**config.mk**
```make
export PLATFORM = sky130hd
export DESIGN_NAME = icn_sendq
export DESIGN_NICKNAME = d
export VERILOG_FILES = /design/src/rtl/icn_sendq.sv
export SDC_FILE = /design/constraint.sdc
export NUM_CORES = 1
export LEC_CHECK = 0
export BUFFER_PORTS_ARGS = -buffer_cell sky130_fd_sc_hd__clkbuf_2
export CAP_MARGIN = 10
export CORE_MARGIN = 1.5
export CORE_UTILIZATION = 55
export DETAILED_ROUTE_END_ITERATION = 16
export PLACE_DENSITY = 0.73
export SLEW_MARGIN = 20
export SYNTH_ARGS = -nofsm -noshare
export SYNTH_HDL_FRONTEND = slang
export SYNTH_SLANG_ARGS = --single-unit
```
**constraint.sdc**
```tcl
create_clock -name clk -period 22.4 [get_ports clk]
set_input_delay 2.24 -clock clk [delete_from_list [all_inputs] [get_ports clk]]
set_output_delay 2.24 -clock clk [all_outputs]
set_load 0.03 [all_outputs]
```
**src/rtl/icn_sendq.sv**
```systemverilog
// icn_sendq: per-MVU send queue feeding one slice of the interconnect send bus.
// Optional feature: define ICN_SENDQ_CNT_EN to add the 32-bit sent_cnt output.
module icn_sendq #(
    parameter int N     = 8,
    parameter int W     = 64,
    parameter int BADDR = 15,
    parameter int DEPTH = 8
) (
    input  logic             clk,
    input  logic             clr,
    input  logic             wr_en,
    input  logic [N-1:0]     wr_to,
    input  logic [BADDR-1:0] wr_addr,
    input  logic [W-1:0]     wr_word,
    output logic             wr_full,
    output logic             ovf,
    input  logic             flush,
    output logic [N-1:0]     send_to,
    output logic             send_en,
    output logic [BADDR-1:0] send_addr,
    output logic [W-1:0]     send_word,
    input  logic             send_gnt
`ifdef ICN_SENDQ_CNT_EN
    ,
    output logic [31:0]      sent_cnt
`endif
);
    localparam int AW = $clog2(DEPTH);
    localparam int EW = N + BADDR + W;

    typedef enum logic {IDLE, SEND} state_t;

    state_t             r_state, w_state_nxt;
    logic [EW-1:0]      r_mem [DEPTH];
    logic [AW-1:0]      r_rptr, r_wptr, w_rd_idx;
    logic [AW:0]        r_count;
    logic               r_ovf;
    logic [N-1:0]       r_send_to;
    logic [BADDR-1:0]   r_send_addr;
    logic [W-1:0]       r_send_word;
    logic               w_push, w_pop, w_load, w_clear;

    assign wr_full   = (r_count == (AW+1)'(DEPTH));
    assign w_push    = wr_en && !wr_full && (|wr_to) && !flush;
    assign ovf       = r_ovf;
    assign send_en   = (r_state == SEND);
    assign send_to   = r_send_to;
    assign send_addr = r_send_addr;
    assign send_word = r_send_word;

    // FSM state register
    always_ff @(posedge clk) begin
        if (!clr) r_state <= IDLE;
        else      r_state <= w_state_nxt;
    end

    // Next state plus pop/load/clear decisions; the presented word stays in the FIFO until granted
    always_comb begin
        w_state_nxt = r_state;
        w_pop       = 1'b0;
        w_load      = 1'b0;
        w_clear     = 1'b0;
        w_rd_idx    = r_rptr;
        if (flush) begin
            w_state_nxt = IDLE;
            w_clear     = 1'b1;
        end else if (r_state == IDLE) begin
            if (r_count != '0) begin
                w_state_nxt = SEND;
                w_load      = 1'b1;
            end
        end else if (send_gnt) begin
            w_pop = 1'b1;
            if (r_count > (AW+1)'(1)) begin
                w_load   = 1'b1;
                w_rd_idx = r_rptr + AW'(1);
            end else begin
                w_state_nxt = IDLE;
                w_clear     = 1'b1;
            end
        end
    end

    // Pointers, occupancy and sticky overflow
    always_ff @(posedge clk) begin
        if (!clr) begin
            r_rptr  <= '0;
            r_wptr  <= '0;
            r_count <= '0;
            r_ovf   <= 1'b0;
        end else begin
            if (flush) begin
                r_rptr  <= '0;
                r_wptr  <= '0;
                r_count <= '0;
            end else begin
                if (w_push) r_wptr <= r_wptr + AW'(1);
                if (w_pop)  r_rptr <= r_rptr + AW'(1);
                r_count <= (w_push && !w_pop) ? r_count + (AW+1)'(1) :
                           (!w_push && w_pop) ? r_count - (AW+1)'(1) : r_count;
            end
            if (wr_en && wr_full && !flush) r_ovf <= 1'b1;
        end
    end

    // Entry storage; no reset needed since pointers gate every read
    always_ff @(posedge clk) begin
        if (clr && w_push) r_mem[r_wptr] <= {wr_to, wr_addr, wr_word};
    end

    // Presented word: loaded from the head, zeroed whenever the queue goes idle
    always_ff @(posedge clk) begin
        if (!clr || w_clear) begin
            r_send_to   <= '0;
            r_send_addr <= '0;
            r_send_word <= '0;
        end else if (w_load) begin
            {r_send_to, r_send_addr, r_send_word} <= r_mem[w_rd_idx];
        end
    end

`ifdef ICN_SENDQ_CNT_EN
    logic [31:0] r_sent_cnt;
    assign sent_cnt = r_sent_cnt;

    // Granted-word counter, cleared only by reset
    always_ff @(posedge clk) begin
        if (!clr)       r_sent_cnt <= '0;
        else if (w_pop) r_sent_cnt <= r_sent_cnt + 32'd1;
    end
`endif
endmodule

```
==> results_tabular.tex <==
\begin{tabular}{lr}
\hline
Metric & Value \\
\hline
\multicolumn{2}{l}{\textbf{Status}} \\
Outcome & finished clean \\
\multicolumn{2}{l}{\textbf{STA}} \\
Final setup vio count & 0 \\
Final worst-path cycle share & 21.1\% \\
Endpoints failing hold & 0 \\
Setup TNS & 0 ns \\
Setup repair after global routing missed its margin & no \\
Max Fclk & 212 MHz \\
Worst-margin pin slew & 1.15 ns \\
Clock Skews & 0.0189 ns \\
Final hold slack & 0.493 ns \\
Slew HR & 23.6\% \\
Shortest clock period the worst path allows after layout & 4.72 ns \\
Max-slew violation total from the final report & 0 \\
\multicolumn{2}{l}{\textbf{Drt}} \\
Mean routed wirelength per cell & 28.6 um \\
Detailed-routed wire length on met2 & 42800 um \\
Via count & 20197 \\
Number of routed nets with antenna violations & 0 \\
Total DRC errors in the routed layout & 0 \\
Wire length reported by the detailed router & 84800 um \\
Iteration count of the initial detailed-routing pass & 7 \\
Uppermost signal routing layer after detailed routing & met5 \\
Met1 layer wirelength in the final routing & 32700 um \\
Starting DRC count in detailed routing & 2052 \\
Met3 routed wirelength & 6830 um \\
Vias per cell & 6.80 \\
\multicolumn{2}{l}{\textbf{Clock tree}} \\
Post-CTS Resized & 0 \\
Later-pin clock latency in the skew report & 0.62 ns \\
Post-CTS setup buffer count & 0 \\
CTS clock-pin slew for the worst setup and hold paths & 0.06 ns \\
Clock tree from TritonCTS & built \\
Root buf cell & sky130\_fd\_sc\_hd\_\_clkbuf\_16 \\
Hold bufs inserted after CTS & 0 \\
\# clock sinks & 795 \\
Htree depth & 3 \\
Maximum clock path buffer count & 3 \\
TritonCTS Buffers & 80 \\
\multicolumn{2}{l}{\textbf{Critical path}} \\
Type of origin of the critical path & input port \\
Startpoint-to-endpoint class of the critical path & in2reg \\
Crit path DAT & 5.23 ns \\
Maximum fanout count along the critical path & 52 \\
Data required time of the critical path & 22.91 ns \\
Crit. End Element & register \\
\multicolumn{2}{l}{\textbf{Synthesis}} \\
Share of flip-flops with an asynchronous set or reset after synthesis & 0\% \\
Count of warnings emitted by yosys & 0 \\
Number of flip-flops and latches in the synthesized netlist & 795 \\
Most used flip-flop cell after synthesis & sky130\_fd\_sc\_hd\_\_edfxtp\_1 \\
Cell count after synthesis & 1909 \\
Post-synthesis instance area & 35300 sq um \\
Synthesized net count & 2008 \\
Number of distinct library cells after synthesis & 40 \\
Per-instance average area after synthesis & 18.5 sq um \\
Leading area contributor after synthesis & sky130\_fd\_sc\_hd\_\_edfxtp\_1 \\
Sequential fraction of the synthesis area & 64.8\% \\
Post-synth EDFFs & 696 \\
Area share of the leading cell type in the synthesized netlist & 59.1\% \\
Most area-consuming cells after synthesis & sky130\_fd\_sc\_hd\_\_edfxtp\_1 (59\%), sky130\_fd\_sc\_hd\_\_mux4\_2 (22\%), sky130\_fd\_sc\_hd\_\_dfxtp\_1 (5.6\%), sky130\_fd\_sc\_hd\_\_a311oi\_1 (2.2\%), sky130\_fd\_sc\_hd\_\_nand2\_1 (1.9\%) \\
\multicolumn{2}{l}{\textbf{GRT}} \\
GR Util All Layers & 26.1\% \\
Aggregate global routing overflow & 0 \\
Maximum number of pins on one net before global-route repair & 175 \\
Vias in the first global route & 21117 \\
Initial antenna violation count & 16 \\
Global-route wire length before repair & 129000 um \\
\multicolumn{2}{l}{\textbf{Die}} \\
Initial core utilization & 55.8\% \\
Width of the die & 256 um \\
Placement Rows & 92 \\
Placeable core region & 63300 sq um \\
Vert. Die Dim & 256 um \\
Die ar. & 65800 sq um \\
IO Count & 182 \\
\multicolumn{2}{l}{\textbf{Placement}} \\
Placer's final routability congestion estimate & 0.745 \\
Sum of net half-perimeters after detailed placement & 44100 um \\
Number of port buffers & 181 \\
\multicolumn{2}{l}{\textbf{Min path}} \\
Path class of the lowest-slack min-delay path & reg2reg \\
\multicolumn{2}{l}{\textbf{Power and ir drop}} \\
Worst vdd ir & 0.0522 mV \\
Ratio of total power to cell area & 77.4 nW/um\^{}2 \\
Leakage dissipation & 0.0123 uW \\
\multicolumn{2}{l}{\textbf{Run}} \\
MaxCap Viol Count & 0 \\
\multicolumn{2}{l}{\textbf{Cells and area}} \\
Fraction of layout cells with a size suffix above 1 & 34.7\% \\
Final Net Count & 2150 \\
Post-layout utilization of the core & 62.7\% \\
Area occupied by registers & 22900 sq um \\
Fillers & 4383 \\
Area of combinational cells with multiple inputs & 11800 sq um \\
Growth of design area from synthesis to finish & 12.3\% \\
\hline
\end{tabular}
## cell usage after synthesis, types with 2 or more instances
master / count
sky130_fd_sc_hd__a211oi_1: 3
sky130_fd_sc_hd__a21oi_1: 7
sky130_fd_sc_hd__a221oi_1: 57
sky130_fd_sc_hd__a221oi_2: 30
sky130_fd_sc_hd__a311oi_1: 87
sky130_fd_sc_hd__and2_1: 87
sky130_fd_sc_hd__buf_1: 12
sky130_fd_sc_hd__buf_2: 57
sky130_fd_sc_hd__buf_4: 10
sky130_fd_sc_hd__buf_6: 4
sky130_fd_sc_hd__clkbuf_1: 80
sky130_fd_sc_hd__dfxtp_1: 99
sky130_fd_sc_hd__edfxtp_1: 696
sky130_fd_sc_hd__ha_1: 7
sky130_fd_sc_hd__inv_1: 3
sky130_fd_sc_hd__mux2i_1: 2
sky130_fd_sc_hd__mux4_2: 348
sky130_fd_sc_hd__nand2_1: 182
sky130_fd_sc_hd__nand2b_1: 4
sky130_fd_sc_hd__nand3_1: 2
sky130_fd_sc_hd__nor2_1: 10
sky130_fd_sc_hd__nor2b_1: 2
sky130_fd_sc_hd__nor3_1: 7
sky130_fd_sc_hd__nor4_1: 2
sky130_fd_sc_hd__nor4b_1: 3
sky130_fd_sc_hd__o21ai_0: 87
sky130_fd_sc_hd__o21ai_1: 3
sky130_fd_sc_hd__or3_1: 3
sky130_fd_sc_hd__xor2_1: 4
## metrics by stage
step           std cells  area, sq um  power (uW)  setup WS, ns
2_1_floorplan       1909        35300        1720          9.61
3_3_place_gp        2815        37000        1770         17.19
3_5_place_dp        2815        37000        1770         17.06
4_1_cts             2963        39600        3090         17.72
5_1_grt             2967        39700        3150         17.48
6_report            2970        39700        3070         17.68
## cell type report
class | instances | area share, %
antenna | 7 | 0.0442
clock buffer | 114 | 5.70
clock inverter | 34 | 0.896
inverter | 3 | 0.0284
multi-input combinational | 947 | 29.8
sequential | 795 | 57.7
tap | 846 | 2.67
timing repair buffer | 224 | 3.17
## worst paths after layout
| path | from | to | slack, ns | depth (start not counted) |
|---|---|---|---|---|
| min | ovf$_SDFFE_PN0P_ | ovf$_SDFFE_PN0P_ | 0.49 | 1 |
| max | flush | send_addr[10]$_SDFFE_PP0P_ | 17.68 | 7 |
| min reg2reg | ovf$_SDFFE_PN0P_ | ovf$_SDFFE_PN0P_ | 0.49 | 1 |
| max reg2reg | r_rptr[0]$_SDFFE_PP0P_ | send_word[13]$_SDFFE_PP0P_ | 17.92 | 7 |
## cells by family (layout without fill, tap and decap cells)
kind of cell             Yosys count  after routing  share of synthesized area [%]
other                              0              7                              0
flip-flops                       795            795                           64.8
XOR/XNOR                           5              5                          0.124
AO/OA/AOI/OAI                    278            278                           6.37
multiplexers                     350            350                           22.2
adder cells (fa/ha/maj)            7              7                          0.248
buffers and inverters            167            375                           2.17
AND/OR/NAND/NOR                  307            307                           4.09
## critical path: stages
cell	delay, ns
sky130_fd_sc_hd__clkbuf_2	0.13
sky130_fd_sc_hd__nand3b_2	0.22
sky130_fd_sc_hd__a21o_4	0.38
sky130_fd_sc_hd__or3_4	0.89
sky130_fd_sc_hd__buf_4	0.75
sky130_fd_sc_hd__a221oi_1	0.21
sky130_fd_sc_hd__a311oi_1	0.36
## cell usage in the layout, fill, tap and decap left out, drive strengths merged, types with 3 or more instances in the layout
master	instances
a311oi	87
a21oi	8
or3	3
dfxtp	99
o21ai	90
a211oi	3
nor3	7
a221oi	87
mux4	348
clkbuf	295
nor2	10
inv	5
buf	43
and2	87
bufinv	7
diode	7
edfxtp	696
nor4b	3
xor2	4
nand2b	4
ha	7
clkinv	23
nand2	182
## routing by layer
| layer | GRT usage, % | vias up |
|---|---|---|
| met5 | 0 | - |
| met4 | 9.30 | 20 |
| met3 | 4.86 | 169 |
| met2 | 43.2 | 913 |
| met1 | 35.2 | 10707 |
| li1 | - | 8388 |
## where the power goes
part           total (uW)  internal [uW]  switching, uW
combinational         110           34.2           75.7
clock                1330            785            543
sequential           1630           1620           8.72
total                3070           2440            628
## flip-flops by register name, summed over array words and instances, names as in the netlist
| register | count |
|---|---|
| r_mem | 696 |
| send_to | 8 |
| ovf | 1 |
| send_word | 64 |
| r_rptr | 3 |
| r_wptr | 3 |
| r_count | 4 |
| send_en | 1 |
| send_addr | 15 |
Power figures use the tool's default switching activity.
